==> src/rtl/mem_app_pkg.sv <==
// rtl/mem_app_pkg.sv - shared constants and types for the memory application with auto-scan
// Purpose: seven-segment hex table, segment bit positions and the read-mode enum.
// Ports: none (package).
package mem_app_pkg;

   // Segment bit positions within the {dp,g,f,e,d,c,b,a} segment bus.
   localparam int SEG_A  = 0;
   localparam int SEG_B  = 1;
   localparam int SEG_C  = 2;
   localparam int SEG_D  = 3;
   localparam int SEG_E  = 4;
   localparam int SEG_F  = 5;
   localparam int SEG_G  = 6;
   localparam int SEG_DP = 7;

   // Hex digit 0-F to active-high segments, dp off.
   localparam logic [7:0] SEG_TABLE [16] = '{
      8'h3F, 8'h06, 8'h5B, 8'h4F, 8'h66, 8'h6D, 8'h7D, 8'h07,
      8'h7F, 8'h6F, 8'h77, 8'h7C, 8'h39, 8'h5E, 8'h79, 8'h71
   };

   typedef enum logic {
      MODE_MANUAL = 1'b0,
      MODE_AUTO   = 1'b1
   } mode_e;

endpackage

==> src/rtl/mem_app_scan_seg7_scan.sv <==
// rtl/mem_app_scan_seg7_scan.sv - multiplexed hex seven-segment driver (module seg7_scan)
// Purpose: steps a digit counter every SCAN_DIV cycles, decodes the selected nibble
//          of dout and drives registered digit-select and segment outputs.
// Ports:
//   clk, rst        clock and synchronous active-high reset
//   dout [WIDTH]    word to display
//   dp_req          light the decimal point while digit 0 is active
//   os_com [DIGITS] one-hot active-low digit select (registered)
//   os_ens [8]      {dp,g,f,e,d,c,b,a} active-high segments (registered)
module seg7_scan
   import mem_app_pkg::*;
#(
   parameter int WIDTH    = 9,
   parameter int DIGITS   = (WIDTH + 3) / 4,
   parameter int SCAN_DIV = 50000
) (
   input  logic              clk,
   input  logic              rst,
   input  logic [WIDTH-1:0]  dout,
   input  logic              dp_req,
   output logic [DIGITS-1:0] os_com,
   output logic [7:0]        os_ens
);

   localparam int DW = (DIGITS > 1) ? $clog2(DIGITS) : 1;
   localparam int CW = $clog2(SCAN_DIV);
   localparam logic [CW-1:0]     DIV_LAST  = CW'(SCAN_DIV - 1);
   localparam logic [DW-1:0]     DIG_LAST  = DW'(DIGITS - 1);
   localparam logic [DIGITS-1:0] COM_RESET = ~DIGITS'(1);

   logic [CW-1:0]       div_q, div_d;
   logic [DW-1:0]       digit_q, digit_d;
   logic [DIGITS-1:0]   os_com_q, os_com_d;
   logic [7:0]          os_ens_q, os_ens_d;
   logic [4*DIGITS-1:0] padded;
   logic [3:0]          nib;

   always_comb begin
      // Zero-extend to whole nibbles so the top digit reads unused bits as 0.
      padded = '0;
      padded[WIDTH-1:0] = dout;
      nib = 4'h0;
      os_com_d = '1;
      for (int i = 0; i < DIGITS; i++) begin
         if (digit_q == DW'(i)) begin
            nib = padded[4*i +: 4];
            os_com_d[i] = 1'b0;
         end
      end
      os_ens_d = SEG_TABLE[nib];
      if (dp_req && (digit_q == '0)) begin
         os_ens_d[SEG_DP] = 1'b1;
      end

      div_d   = div_q + CW'(1);
      digit_d = digit_q;
      if (div_q == DIV_LAST) begin
         div_d   = '0;
         digit_d = (digit_q == DIG_LAST) ? '0 : digit_q + DW'(1);
      end
   end

   always_ff @(posedge clk) begin
      if (rst) begin
         div_q    <= '0;
         digit_q  <= '0;
         os_com_q <= COM_RESET;
         os_ens_q <= SEG_TABLE[0];
      end else begin
         div_q    <= div_d;
         digit_q  <= digit_d;
         os_com_q <= os_com_d;
         os_ens_q <= os_ens_d;
      end
   end

   assign os_com = os_com_q;
   assign os_ens = os_ens_q;

endmodule

==> src/rtl/mem_app_scan.sv <==
// rtl/mem_app_scan.sv - register file with registered read, auto-scan and hex display
// Purpose: DEPTH x WIDTH memory written with active-low WR, read into DOUT with
//          active-low RD (manual) or by a timed address walk (auto-scan), and the
//          read word shown on a multiplexed seven-segment display.
// Build option: MEM_APP_AUTOSCAN_EN builds auto-scan, its ADV_DIV divider and the
//          dp indicator; without it MODE is ignored and SCAN_ADDR reads 0.
// Ports:
//   CLK, RST        clock and synchronous active-high reset
//   WR, RD          active-low write / read strobes
//   MODE            0 manual read, 1 auto-scan
//   A1, A2, D_IN    write address, manual read address, write data
//   DOUT, DOUT_VLD  registered read word and its one-cycle load pulse
//   SCAN_ADDR       address currently shown by auto-scan
//   oS_COM, oS_ENS  digit select (one-hot, active-low) and segments
module mem_app_scan
   import mem_app_pkg::*;
#(
   parameter  int DEPTH    = 8,
   parameter  int WIDTH    = 9,
   parameter  int SCAN_DIV = 50000,
   parameter  int ADV_DIV  = 50000000,
   localparam int AW       = $clog2(DEPTH),
   localparam int DIGITS   = (WIDTH + 3) / 4
) (
   input  logic              CLK,
   input  logic              RST,
   input  logic              WR,
   input  logic              RD,
   input  logic              MODE,
   input  logic [AW-1:0]     A1,
   input  logic [AW-1:0]     A2,
   input  logic [WIDTH-1:0]  D_IN,
   output logic [WIDTH-1:0]  DOUT,
   output logic              DOUT_VLD,
   output logic [AW-1:0]     SCAN_ADDR,
   output logic [DIGITS-1:0] oS_COM,
   output logic [7:0]        oS_ENS
);

   logic [WIDTH-1:0] mem_q [DEPTH];
   logic [WIDTH-1:0] mem_d [DEPTH];
   logic [WIDTH-1:0] dout_q, dout_d;
   logic             dout_vld_q, dout_vld_d;

   logic             auto_mode;
   logic             scan_load;
   logic [AW-1:0]    scan_load_addr;
   logic             dp_req;

`ifdef MEM_APP_AUTOSCAN_EN
   localparam int ADV_W = $clog2(ADV_DIV);
   localparam logic [ADV_W-1:0] ADV_LAST = ADV_W'(ADV_DIV - 1);

   logic [ADV_W-1:0] adv_cnt_q, adv_cnt_d;
   logic [AW-1:0]    scan_addr_q, scan_addr_d;
   logic             mode_prev_q, mode_prev_d;

   assign auto_mode = (mode_e'(MODE) == MODE_AUTO);
   assign dp_req    = auto_mode;

   always_comb begin
      // Divider free-runs in either mode; only the auto-scan path acts on it.
      adv_cnt_d      = (adv_cnt_q == ADV_LAST) ? '0 : adv_cnt_q + ADV_W'(1);
      scan_addr_d    = scan_addr_q;
      scan_load      = 1'b0;
      scan_load_addr = scan_addr_q;
      mode_prev_d    = auto_mode;
      if (auto_mode && !mode_prev_q) begin
         // Entering auto-scan: restart the step timer and show the current address.
         adv_cnt_d = '0;
         scan_load = 1'b1;
      end else if (auto_mode && (adv_cnt_q == ADV_LAST)) begin
         // DEPTH is a power of two, so the AW-bit increment wraps DEPTH-1 -> 0.
         scan_addr_d    = scan_addr_q + AW'(1);
         scan_load      = 1'b1;
         scan_load_addr = scan_addr_d;
      end
   end

   always_ff @(posedge CLK) begin
      if (RST) begin
         adv_cnt_q   <= '0;
         scan_addr_q <= '0;
         mode_prev_q <= 1'b0;
      end else begin
         adv_cnt_q   <= adv_cnt_d;
         scan_addr_q <= scan_addr_d;
         mode_prev_q <= mode_prev_d;
      end
   end

   assign SCAN_ADDR = scan_addr_q;
`else
   logic        unused_mode;
   logic [31:0] unused_adv_div;

   assign unused_mode    = MODE;
   assign unused_adv_div = 32'(ADV_DIV);
   assign auto_mode      = 1'b0;
   assign dp_req         = 1'b0;
   assign scan_load      = 1'b0;
   assign scan_load_addr = '0;
   assign SCAN_ADDR      = '0;
`endif

   always_comb begin
      mem_d = mem_q;
      if (!WR) begin
         mem_d[A1] = D_IN;
      end
      // Reads use mem_q, so a same-edge write to the read address returns the old word.
      dout_d     = dout_q;
      dout_vld_d = 1'b0;
      if (scan_load) begin
         dout_d     = mem_q[scan_load_addr];
         dout_vld_d = 1'b1;
      end else if (!auto_mode && !RD) begin
         dout_d     = mem_q[A2];
         dout_vld_d = 1'b1;
      end
   end

   always_ff @(posedge CLK) begin
      if (RST) begin
         for (int i = 0; i < DEPTH; i++) begin
            mem_q[i] <= '0;
         end
         dout_q     <= '0;
         dout_vld_q <= 1'b0;
      end else begin
         mem_q      <= mem_d;
         dout_q     <= dout_d;
         dout_vld_q <= dout_vld_d;
      end
   end

   assign DOUT     = dout_q;
   assign DOUT_VLD = dout_vld_q;

   seg7_scan #(
      .WIDTH    (WIDTH),
      .DIGITS   (DIGITS),
      .SCAN_DIV (SCAN_DIV)
   ) u_seg7_scan (
      .clk    (CLK),
      .rst    (RST),
      .dout   (dout_q),
      .dp_req (dp_req),
      .os_com (oS_COM),
      .os_ens (oS_ENS)
   );

endmodule

==> config.mk <==
export PLATFORM = sky130hd
export DESIGN_NAME = mem_app_scan
export DESIGN_NICKNAME = d
export VERILOG_FILES = /design/src/rtl/mem_app_pkg.sv /design/src/rtl/mem_app_scan_seg7_scan.sv /design/src/rtl/mem_app_scan.sv
export SDC_FILE = /design/constraint.sdc
export NUM_CORES = 1
export LEC_CHECK = 0
export ABC_AREA = 0
export BUFFER_PORTS_ARGS = -buffer_cell sky130_fd_sc_hd__buf_2
export CAP_MARGIN = 20
export CORE_ASPECT_RATIO = 0.8
export CORE_MARGIN = 5
export CORE_UTILIZATION = 47
export DETAILED_ROUTE_END_ITERATION = 10
export GPL_TIMING_DRIVEN = 0
export HOLD_SLACK_MARGIN = 0.15
export PLACE_DENSITY = 0.69
export SKIP_CTS_REPAIR_TIMING = 1
export SLEW_MARGIN = 20
export SYNTH_ARGS = -nofsm -noshare
export SYNTH_HDL_FRONTEND = slang
export SYNTH_SLANG_ARGS = --single-unit
==> constraint.sdc <==
create_clock -name CLK -period 5.4 [get_ports CLK]
set_input_delay 0.81 -clock CLK [delete_from_list [all_inputs] [get_ports CLK]]
set_output_delay 0.81 -clock CLK [all_outputs]
set_load 0.02 [all_outputs]
==> Implementation_results.wiki <==
{| class="wikitable"
! Metric !! Value
|-
| Ys async rst share || 0
|-
| Multiplexer fraction of the synthesized cell area || 0.127
|-
| GRT Util Overall || 0.204
|-
| Compound-Gate Fraction of Synth Area || 0.0945
|-
| Worst-case setup margin in the final layout || 3.34 ns
|-
| Number of DRC markers in iteration 0 || 324
|-
| Wire length of the first global-routing pass || 19.6 mm
|-
| FF+latch count, synth || 110
|-
| EDFF count, synth || 0
|-
| Wire length on met2 || 5.84 mm
|-
| Slowest stage cell on the critical path || sky130_fd_sc_hd__mux4_2
|-
| Post-synthesis instance total || 548
|-
| Max_cap viols || 0
|-
| Maximum cell stage delay along the critical path || 0.55 ns
|-
| Actual transition at the worst max-transition pin || 0.809 ns
|-
| DPL Wire Length || 8.48 mm
|-
| H-tree Lvls || 3
|-
| Flip-flop and latch area || 2200 sq um
|-
| Status || complete, no violations
|-
| Number of pins exceeding their max-slew limit in the final report || 0
|-
| Sort of element at the end of the critical path || register
|-
| Share of post-route cells with drive strength above 1 || 0.159
|-
| Drt wl/cell || 16.9 um
|-
| Arrival @ worst endpoint || 2.28 ns
|-
| Leakage power of the design || 1.93 nW
|-
| Latest clock arrival within the worst-skew pair || 0.35 ns
|-
| Via/cell ratio || 5.53
|-
| Final total negative setup slack || 0 ns
|-
| Routed Antenna Nets || 0
|-
| Sequential fraction of the synthesis area || 0.455
|-
| Yosys Warn Count || 0
|-
| Cell types with the highest counts after synthesis || sky130_fd_sc_hd__nand2_1, sky130_fd_sc_hd__dfxtp_1, sky130_fd_sc_hd__a21oi_1
|-
| Clock tree root buffer cell || sky130_fd_sc_hd__clkbuf_16
|-
| Nets || 613
|-
| Clk_skew || 0.00628 ns
|-
| Worst-case clock buffer depth || 2
|-
| Count of endpoints failing setup in the final report || 0
|-
| Area of the core || 10200 sq um
|-
| Final Hold Fails || 0
|-
| Post-Synthesis Cell Area || 4840 sq um
|-
| Row count || 33
|-
| Worst Hold Margin || 0.455 ns
|-
| Initial standard-cell utilization of the core || 0.477
|-
| Worst-path cell chain || buf_4, buf_2, mux4_2, o22ai_1, nor3_1
|-
| Total Die Area || 12500 sq um
|-
| Diodes inserted || 0
|-
| Final Wtd Congestion || 0.869
|-
| Clock tree sinks || 110
|-
| Element type at the critical path start || primary input
|-
| CTS tree || built
|-
| Number of clock buffers inserted by TritonCTS || 9
|-
| Simple-gate area share of the yosys netlist || 0.225
|-
| Number of antenna violations at the first check in global routing || 0
|-
| Growth of design area from synthesis to finish || 12.9%
|-
| Met1 routed wirelength after detailed routing || 5.49 mm
|-
| Remaining global-route overflow || 0
|-
| Data required time at the worst endpoint || 5.62 ns
|-
| CP max FO || 10
|-
| Finished Core Util || 0.538
|-
| RSZ-0062 raised after global routing || no
|-
| Post-Place Setup Slack || 3.02 ns
|-
| Top_reg_cell synth || sky130_fd_sc_hd__dfxtp_1
|-
| Leading cell types by total area after synthesis || sky130_fd_sc_hd__dfxtp_1, sky130_fd_sc_hd__nand2_1, sky130_fd_sc_hd__mux4_2, sky130_fd_sc_hd__a21oi_1, sky130_fd_sc_hd__nor2_1
|-
| Area of the multi-input gates || 2420 sq um
|-
| Final critical-path share of the clock period || 0.382
|-
| Post-synthesis share of cell area spent on xor and xnor gates || 0.0289
|-
| Power Total || 1.71 mW
|-
| Number of DRC violations after detailed routing || 0
|-
| Maximum vdd drop || 0.165 mV
|-
| Dominant combinational cell family by area after synthesis || simple AND/OR/NAND/NOR gates
|-
| Total power divided by cell area || 312 nW/um^2
|-
| Max-Slew Margin vs Limit || 0.458
|-
| Yosys top cell area share || 0.455
|-
| Synthesized-area fraction occupied by adder cells || 0.0207
|-
| I/O pin total || 44
|-
| Number of port buffers || 23
|-
| Die W || 124 um
|-
| Number of library cell types mapped by synthesis || 44
|-
| FMAX || 0.485 GHz
|-
| Path type of the worst setup path || in -> reg
|-
| Uppermost signal routing layer after detailed routing || met4
|-
| Post-Route WL || 12.3 mm
|-
| HP Class || reg -> reg
|-
| Fill cells || 963
|-
| Total buffers and inverters traversed by the critical path || 2
|-
| Crit path time final || 2.06 ns
|-
| Most frequently used cell type in the post-synthesis netlist || sky130_fd_sc_hd__nand2_1
|-
| Clock transition time at the flip-flop clock pins of the worst setup and hold paths || 0.07 ns
|-
| Via count || 4040
|-
| Cell family with most CP delay || multiplexers
|-
| Length of the first detailed-routing pass in iterations || 7
|-
| Met3 Wirelength || 888 um
|-
| Die Y || 101 um
|-
| Largest area contributor in the synthesized netlist || sky130_fd_sc_hd__dfxtp_1
|-
| Post-synthesis average cell area || 8.84 sq um
|-
| Maximum number of pins on one net before global-route repair || 17
|-
| Vias in the first global route || 3907
|}
==> report_power, final <==
| part | total [mW] | internal (mW) | switching [mW] |
|---|---|---|---|
| sequential | 0.846 | 0.833 | 0.0132 |
| clock | 0.701 | 0.411 | 0.290 |
| combinational | 0.161 | 0.0576 | 0.103 |
==> registers in the layout, indices dropped and copies added (netlist names) <==
| signal | count |
|---|---|
| u_seg7_scan.os_ens | 7 |
| mem_q | 72 |
| u_seg7_scan.digit_q | 2 |
| u_seg7_scan.os_com | 3 |
| DOUT | 9 |
| u_seg7_scan.div_q | 16 |
| DOUT_VLD | 1 |
==> routing by layer <==
layer,up-vias,track usage
met5,-,0
li1,1914,-
met4,0,0.0443
met3,8,0.0561
met2,140,0.324
met1,1978,0.280
==> worst register-to-register path, delay by kind of cell, from the launching register on <==
kind / cells / cell delay [ns]
AND/OR/NAND/NOR: 1 / 0.07
flip-flops: 1 / 0.34
buffers and inverters: 2 / 0.38
adder cells (fa/ha/maj): 1 / 0.22
AO/OA/AOI/OAI: 3 / 0.89
==> cells by family after synthesis <==
group / count (synthesis)
flip-flops: 110
adder cells (fa/ha/maj): 8
buffers and inverters: 48
other: 1
AO/OA/AOI/OAI: 82
AND/OR/NAND/NOR: 247
multiplexers: 36
XOR/XNOR: 16
==> layout by cell type, fill, tap and decap left out, types with 10 or more instances in the layout <==
cell	n
sky130_fd_sc_hd__xnor2_1	13
sky130_fd_sc_hd__mux2i_1	14
sky130_fd_sc_hd__nor2_1	41
sky130_fd_sc_hd__clkbuf_1	17
sky130_fd_sc_hd__nand2_1	140
sky130_fd_sc_hd__nor3_1	15
sky130_fd_sc_hd__nor2b_1	13
sky130_fd_sc_hd__dfxtp_1	110
sky130_fd_sc_hd__o22ai_1	10
sky130_fd_sc_hd__mux4_2	19
sky130_fd_sc_hd__a21oi_1	63
sky130_fd_sc_hd__buf_2	31
==> cell type report <==
type	instances	area share
clock inverters	2	0.00686
multi-input cells	393	0.443
inverters	7	0.00481
repair buffers	23	0.0211
clock buffers	14	0.0519
flip-flops and latches	110	0.403
well taps	140	0.0320
plain buffers	41	0.0375
==> per-stage QoR <==
| step | cell area, sq um | std cells |
|---|---|---|
| after floorplan | 4860 | 551 |
| after global placement | 5150 | 714 |
| after CTS | 5470 | 730 |
| after global routing | 5470 | 730 |
| after detailed placement | 5150 | 714 |
| final | 5470 | 730 |
==> final timing paths <==
check	startpoint	to	slack, ns	cells past startpoint
worst min-delay path	mem_q[24]	mem_q[24]	0.45	2
worst max-delay path	A2[0]	DOUT[5]	3.34	5
worst max register to register	u_seg7_scan.digit_q[1]	u_seg7_scan.os_ens[4]	3.38	7
worst min register to register	mem_q[24]	mem_q[24]	0.45	2
Power figures use the tool's default switching activity.
